[src/rtl/moving_average_filter_p.sv]
// Boxcar moving average over 2^LOG2_DEPTH signed samples.
// Uses a running-sum accumulator and a circular delay line, with one cycle of latency.
module moving_average_filter_p #(
  parameter int DATA_W     = 16,
  parameter int LOG2_DEPTH = 3,
  parameter int ROUND      = 0
) (
  input  logic                     clk,
  input  logic                     reset,
  input  logic                     clear,
  input  logic                     in_valid,
  input  logic signed [DATA_W-1:0] data_in,
  output logic                     out_valid,
  output logic signed [DATA_W-1:0] data_out,
  output logic                     primed
);

  localparam int DEPTH = 1 << LOG2_DEPTH;
  localparam int PW    = (LOG2_DEPTH > 0) ? LOG2_DEPTH : 1;
  localparam int AW    = DATA_W + LOG2_DEPTH;
  localparam int FW    = LOG2_DEPTH + 1;
  localparam int BIAS  = (ROUND != 0 && LOG2_DEPTH > 0) ?
                         (1 << ((LOG2_DEPTH > 0) ? LOG2_DEPTH - 1 : 0)) : 0;

  logic signed [DATA_W-1:0] r_mem [DEPTH];
  logic        [PW-1:0]     r_wp;
  logic signed [AW-1:0]     r_acc;
  logic        [FW-1:0]     r_fc;
  logic signed [DATA_W-1:0] r_data_p1;
  logic                     r_vld_p1;
  logic                     r_primed_p1;

  logic signed [AW-1:0]     w_acc_next;
  logic        [PW-1:0]     w_wp_next;
  logic        [FW-1:0]     w_fc_next;

  // Divide by DEPTH via arithmetic shift; one guard bit keeps the biased sum exact.
  function automatic logic signed [DATA_W-1:0] avg_round(input logic signed [AW-1:0] a);
    logic signed [AW:0] b;
    b = $signed({a[AW-1], a}) + $signed((AW+1)'(BIAS));
    b = b >>> LOG2_DEPTH;
    return b[DATA_W-1:0];
  endfunction

  always_comb begin
    w_acc_next = r_acc + AW'(data_in) - AW'(r_mem[r_wp]);
    w_wp_next  = (r_wp == PW'(DEPTH - 1)) ? '0 : r_wp + 1'b1;
    w_fc_next  = (r_fc == FW'(DEPTH)) ? r_fc : r_fc + 1'b1;
  end

  // stage p0 -> p1: window update and registered average
  always_ff @(posedge clk or posedge reset) begin
    if (reset) begin
      for (int i = 0; i < DEPTH; i++) r_mem[i] <= '0;
      r_wp        <= '0;
      r_acc       <= '0;
      r_fc        <= '0;
      r_data_p1   <= '0;
      r_vld_p1    <= 1'b0;
      r_primed_p1 <= 1'b0;
    end else if (clear) begin
      for (int i = 0; i < DEPTH; i++) r_mem[i] <= '0;
      r_wp        <= '0;
      r_acc       <= '0;
      r_fc        <= '0;
      r_data_p1   <= '0;
      r_vld_p1    <= 1'b0;
      r_primed_p1 <= 1'b0;
    end else if (in_valid) begin
      r_mem[r_wp] <= data_in;
      r_wp        <= w_wp_next;
      r_acc       <= w_acc_next;
      r_fc        <= w_fc_next;
      r_data_p1   <= avg_round(w_acc_next);
      r_vld_p1    <= 1'b1;
      r_primed_p1 <= (w_fc_next == FW'(DEPTH));
    end else begin
      r_vld_p1    <= 1'b0;
    end
  end

  assign out_valid = r_vld_p1;
  assign data_out  = r_data_p1;
  assign primed    = r_primed_p1;

endmodule

[config.mk]
export PLATFORM = sky130hd
export DESIGN_NAME = moving_average_filter_p
export DESIGN_NICKNAME = d
export VERILOG_FILES = /design/src/rtl/moving_average_filter_p.sv
export SDC_FILE = /design/constraint.sdc
export NUM_CORES = 1
export LEC_CHECK = 0
export ABC_AREA = 1
export CAP_MARGIN = 20
export CORE_ASPECT_RATIO = 0.9
export CORE_MARGIN = 3
export CORE_UTILIZATION = 50
export CTS_CLUSTER_DIAMETER = 50
export DETAILED_ROUTE_END_ITERATION = 10
export GPL_ROUTABILITY_DRIVEN = 0
export GPL_TIMING_DRIVEN = 1
export PLACE_DENSITY = 0.68
export RECOVER_POWER = 50
export SYNTH_ARGS = -nofsm -noshare
export SYNTH_HDL_FRONTEND = slang
export SYNTH_SLANG_ARGS = --single-unit
export TNS_END_PERCENT = 50
[constraint.sdc]
create_clock -name clk -period 5.5 [get_ports clk]
set_clock_uncertainty 0.2 [all_clocks]
set_input_delay 0.55 -clock clk [delete_from_list [all_inputs] [get_ports clk]]
set_output_delay 0.55 -clock clk [all_outputs]
set_load 0.05 [all_outputs]
==> results.ini, run 1 <==
[critical_path]
reg2reg_depth = 21
rrSetupSlack_ns = 1.28
cp_max_fo = 18
path_class = flip-flop to flip-flop
crit_arrival_ns = 4.33
cp-start-kind = flip-flop
worst_setup_path_end_kind = flip-flop
required_ns = 5.61

[min_path]
hp-class = flip-flop to flip-flop
whs_path_depth = 2

[yosys]
yosysSeqAreaShare_pct = 46.1
yosysMostFrequentCell = inv_1
synthArstFlopShare_pct = 100
syn-num-nets = 1063
synth_largest_area_cell = dfrtp_1
netlist_area_sq_um = 8460
syn_inst = 1001
ys_seq_elements = 156
yosys_most_used_dff = dfrtp_1
synth-edff-count = 0
synthTopCellsByCount = 188 x inv_1, 156 x dfrtp_1, 146 x nand2_1
ys_types = 34
yosysTopAreaCellShare_pct = 46.1
yosys_warnings = 0
synthTopCellsByArea = dfrtp_1 46%, o22ai_1 8.4%, inv_1 8.3%
syn_avg_cell_area_sq_um = 8.46

[detailed_routing]
vias = 7271
ant_nets = 0
wl_mm = 24.3
drt-vias-per-instance = 5.91
drt-initial-drc-count = 783
avgRoutedWirePerCell_um = 19.7
dr.pass1.iters = 7
drc = 0

[cells_and_area]
area_growth_pct = 12.5
fin_util_pct = 58.2
nets = 1074
fillCellCount = 1477
antenna_cells = 0
final_cells = 1231
drive_gt1_share_pct = 6.45

[global_route]
grt_usage_pct = 27.2
grt_start_max_net_pins = 69
grt-ovfl-total = 0
grt_pass1_vias = 6945
grt_pass1_wl_mm = 38.5
antenna_found_initial = 0

[clock_tree]
clkTransAtPathRegs_ns = 0.06
cts.sinks = 156
post_cts_buffers = 0
numCtsBuffers = 17
clock_path_buffers = 2
cts_resized = 0
ctsHtreeMaxLevel = 4
cts_root_buf = clkbuf_16
hold_buffers = 0
cts_tree = built
clock_latency_ns = 0.43

[timing]
fin_tns_setup_ns = 0
slew_headroom_pct = -92.1
period_minus_slack_ns = 4.22
tightestPinTransition_ns = 2.87
min_period_over_period_pct = 76.8
worst_slack_ns = 1.28
fmax_mhz = 237
finalHoldViolCount = 0
report.final.slew_viol_count = 62
setup_viol_count_final = 0
rsz0062_at_grt = false

[die]
start_util_pct = 51.8
core_sq_um = 16400
rows = 44
die-area_sq_um = 18500
die_h_um = 129
ioPinCount = 38
die_w_um = 143

[status]
violations = capacitance limit, slew limit
status = finished, violations left

[place]
hpwl_mm = 16.0
io_buffer_count = 37
pre_cts_slack_ns = 1.29
dpl.cell_count = 1199

[pwr]
power_leakage_nw = 4.45
p_per_area_nw_per_um2 = 445
ir_drop_uv = 359
finalPower_mw = 4.24

[flow_run]
drv_cap = 1

## routing by layer
layer | up-vias | routed length [um] | global-route usage, % | part of all wire [%]
met5 | - | 0 | 0 | 0
met3 | 46 | 2200 | 5.79 | 9.1
met1 | 3520 | 11200 | 41.4 | 46
met2 | 368 | 10300 | 39.1 | 42
met4 | 0 | 565 | 8.16 | 2.3
li1 | 3337 | - | - | -
## kinds of logic (layout without fill, tap and decap cells)
family | count (synthesis) | in the layout | synth area share, %
AND/OR/NAND/NOR | 312 | 312 | 16.4
buffers and inverters | 254 | 277 | 12.5
AO/OA/AOI/OAI | 232 | 232 | 16.6
flip-flops | 156 | 156 | 46.1
adder cells (fa/ha/maj) | 42 | 42 | 7.80
XOR/XNOR | 5 | 5 | 0.517
## flip-flops by register name (all words and copies together), names as in the netlist
signal and count:
r_wp 3, r_mem 128, out_valid 1, primed 1, r_fc 4, r_acc 19
## layout make-up
| type | count | area [sq um] | area share [%] |
|---|---|---|---|
| Clock inverter | 14 | 216 | 2.27 |
| Timing Repair Buffer | 49 | 474 | 4.98 |
| Multi-Input combinational cell | 591 | 3500 | 36.8 |
| Inverter | 197 | 741 | 7.78 |
| Tap cell | 207 | 259 | 2.72 |
| Sequential cell | 156 | 3900 | 41.0 |
| Clock buffer | 17 | 425 | 4.47 |
## layout by cell type (no fill, tap or decap), types with 6 or more instances in the layout
cell,Yosys,routed
a21oi_1,21,21
a22oi_1,9,9
buf_4,17,9
clkbuf_16,0,17
clkdlybuf4s50_1,0,30
dfrtp_1,156,156
dlygate4sd3_1,0,7
fa_1,18,18
ha_1,24,24
inv_1,188,187
inv_2,9,9
nand2_1,146,146
nand3_1,88,88
nand3b_1,6,6
nor2_1,50,50
nor3_1,7,7
o21ai_0,67,67
o22ai_1,113,113
## critical path, stage by stage (launching register included)
cell      delay [ns]
dfrtp_1         0.51
nor2_2          0.20
nand2_1         0.50
buf_4           0.40
o22ai_1         0.16
nor2_1          0.06
o211ai_1        0.13
ha_1            0.28
inv_1           0.06
ha_1            0.21
inv_1           0.07
fa_1            0.44
nor2_1          0.13
nor2_1          0.06
inv_1           0.10
nand2_1         0.06
nand2_1         0.13
nand2_1         0.10
nand2_1         0.07
nand2_1         0.05
nand3_1         0.09
nand2_1         0.08
## report_power, final
part | switching, mW | internal [mW] | total [mW]
registers | 0.0547 | 1.23 | 1.28
clock network | 0.496 | 0.806 | 1.30
logic | 1.12 | 0.532 | 1.66
## per-stage QoR
step / hold slack (ns) / area (sq um)
after detailed placement: 0.279 / 8860
after floorplan: 0.272 / 8460
after global placement: 0.283 / 8860
after CTS: 0.308 / 9500
after global routing: 0.331 / 9520
final: 0.302 / 9520
## path summary, 6_finish.rpt
kind | startpoint | end
max | r_wp[2] | r_acc[12]
min | primed | primed
max reg2reg | r_wp[2] | r_acc[12]
min reg2reg | primed | primed
max in group asynchronous | reset | r_mem[73]
min in group asynchronous | reset | r_mem[71]
Note: power is estimated with default switching activity, not from simulation.
==> inputs of run 2 (changes only) <==
==> constraint.sdc (replaced) <==
create_clock -name clk -period 4 [get_ports clk]
set_clock_uncertainty 0.2 [all_clocks]
set_input_delay 0.4 -clock clk [delete_from_list [all_inputs] [get_ports clk]]
set_output_delay 0.4 -clock clk [all_outputs]
set_load 0.05 [all_outputs]
==> run 2 against run 1 <==
Compared with the run above:
- the flow still finishes with violations (capacitance limit, slew limit)
- sequential power increased by 37%
- combinational power rose by 39%
- critical path depth is 3 lower
- die area is the same
- largest cell class unchanged
- highest routed layer unchanged
==> results.ini, run 2 (same netlist as run 1, synthesis figures left out) <==
[cells_and_area]
reg_top3 = r_mem (128), r_acc (19), r_fc (4)
layout_commonest_cell = inv_1
drive_gt1_share_pct = 7.92
largest_reg_flops = 128
layout_common_cells = 188 x inv_1, 153 x dfrtp_1, 145 x nand2_1
antenna_cells = 0
nets = 1084
area_growth_pct = 12.9
regMostFlops = r_mem

[timing]
period_minus_slack_ns = 3.79
tightestPinTransition_ns = 2.13
fmax_mhz = 264
finalHoldViolCount = 0
report.final.slew_viol_count = 157
whs_ns = 0.309
slew_headroom_pct = -42.1
setup_viol_count_final = 0
min_period_over_period_pct = 94.8
fin_tns_setup_ns = 0
rsz0062_at_grt = false
worst_slack_ns = 0.210

[detailed_routing]
drt-initial-drc-count = 1035
dr.pass1.iters = 6
wl_mm = 24.2
drc = 0
vias = 7231
drt-vias-per-instance = 5.82
avgRoutedWirePerCell_um = 19.5
ant_nets = 0

[clock_tree]
clock_path_buffers = 2
cts.sinks = 156
clock_latency_ns = 0.43
ctsHtreeMaxLevel = 4
cts_root_buf = clkbuf_16
cts_tree = built
clkTransAtPathRegs_ns = 0.07
numCtsBuffers = 17

[global_route]
grt-ovfl-total = 0
grt_pass1_vias = 7029
grt_pass1_wl_mm = 38.8
grt_usage_pct = 27.3
antenna_found_initial = 0
grt_start_max_net_pins = 157

[die]
rows = 44
die-area_sq_um = 18500
core_sq_um = 16400
start_util_pct = 51.8
die_h_um = 129
die_w_um = 143
ioPinCount = 38

[flow_run]
drv_cap = 1

[critical_path]
reg2reg_to = r_acc[18]
cp-start-kind = flip-flop
r2r_start = r_wp[2]
reg2reg_depth = 18
crit_top_cell = nand2_1
crit_arrival_ns = 3.91
required_ns = 4.12
rrSetupSlack_ns = 0.21
path_class = flip-flop to flip-flop
max_stage_delay_ns = 0.51
slowest_stage = fa_1
worst_setup_path_end_kind = flip-flop
cp_max_fo = 18
worstPathCellList = buf_4, nand3_4, buf_4, nor2_1, nor3_1, o2111ai_1, fa_1, inv_1, ha_1, nand2_1, nor2_1, nand3b_1, nand3_1, nand2_1, nand2_1, nand2_1, nand3_1, nand2_1

[min_path]
hp-class = flip-flop to flip-flop
holdPathEnd = r_acc[16]
whs_path_depth = 2
min_from = r_acc[16]

[status]
status = finished, violations left
violations = capacitance limit, slew limit

[pwr]
ir_drop_uv = 472
power_leakage_nw = 4.45
p_per_area_nw_per_um2 = 597

[place]
io_buffer_count = 37
pre_cts_slack_ns = 0.167
hpwl_mm = 16.6

[run 2: power by group]
group / switching (mW) / internal, mW / total [mW] / leakage, nW
clock network: 0.709 / 0.929 / 1.64 / 0.281
registers: 0.0754 / 1.69 / 1.76 / 2.14
logic: 1.56 / 0.742 / 2.30 / 2.03
total: 2.34 / 3.36 / 5.70 / 4.45
[run 2: how the worst max path moves through the flow]
stage	start	end	slack (ns)	depth (start not counted)
after floorplan	r_wp[2]	r_acc[14]	0.81	17
after global placement	r_wp[2]	r_acc[17]	0.23	18
after detailed placement	r_wp[2]	r_acc[18]	0.17	17
after CTS	r_wp[2]	r_acc[18]	0.16	17
after global routing	r_wp[1]	r_acc[16]	0.04	21
final	r_wp[2]	r_acc[18]	0.21	18
[run 2: per-stage QoR]
step                      total power [mW]  cells  instance area, sq um  utilization [%]
after CTS                             5.67   1241                  9550             58.4
final                                 5.70   1242                  9550             58.4
after floorplan                       3.51   1001                  8470                -
after global placement                3.99   1209                  8960             54.8
after detailed placement              4.02   1209                  8960             54.8
after global routing                  6.06   1242                  9550             58.4
[run 2: area by class of cell]
class | count | area (sq um)
inverters | 197 | 743
flip-flops and latches | 156 | 3910
well taps | 207 | 259
clock inverters | 15 | 163
repair buffers | 59 | 548
clock buffers | 17 | 425
fillers | 1459 | 6800
multi-input cells | 591 | 3510
[run 2: routing by layer]
layer	wire length, um	global-route usage [%]
met2	10600	39.9
met5	0	0
met3	2110	5.42
met4	415	8.16
met1	11100	41.3
[run 2: critical path, delay by kind of cell, from the launching register on]
kind | cells | cell delay, ns
AOI/OAI and AO/OA | 1 | 0.20
buffers and inverters | 3 | 0.51
and+or+nand+nor | 12 | 1.46
DFF | 1 | 0.42
adders and majority gates | 2 | 0.88
[run 2: timing repair]
action                                  4_1_cts  5_1_grt
buffers inserted                              0        1
resized for setup                             0        6
hold buffers                                  0        0
hold endpoints to repair                      0        0
endpoints found under the setup margin        0       11
==> inputs of run 3 (changes only) <==
--- a/config.mk
+++ b/config.mk
@@ -16,6 +16,7 @@
 export GPL_TIMING_DRIVEN = 1
 export PLACE_DENSITY = 0.68
 export RECOVER_POWER = 50
+export SKIP_CTS_REPAIR_TIMING = 1
 export SYNTH_ARGS = -nofsm -noshare
 export SYNTH_HDL_FRONTEND = slang
 export SYNTH_SLANG_ARGS = --single-unit
==> results of run 3 <==
Same layout as run 2: the final DEF is identical, and so are final timing and power.
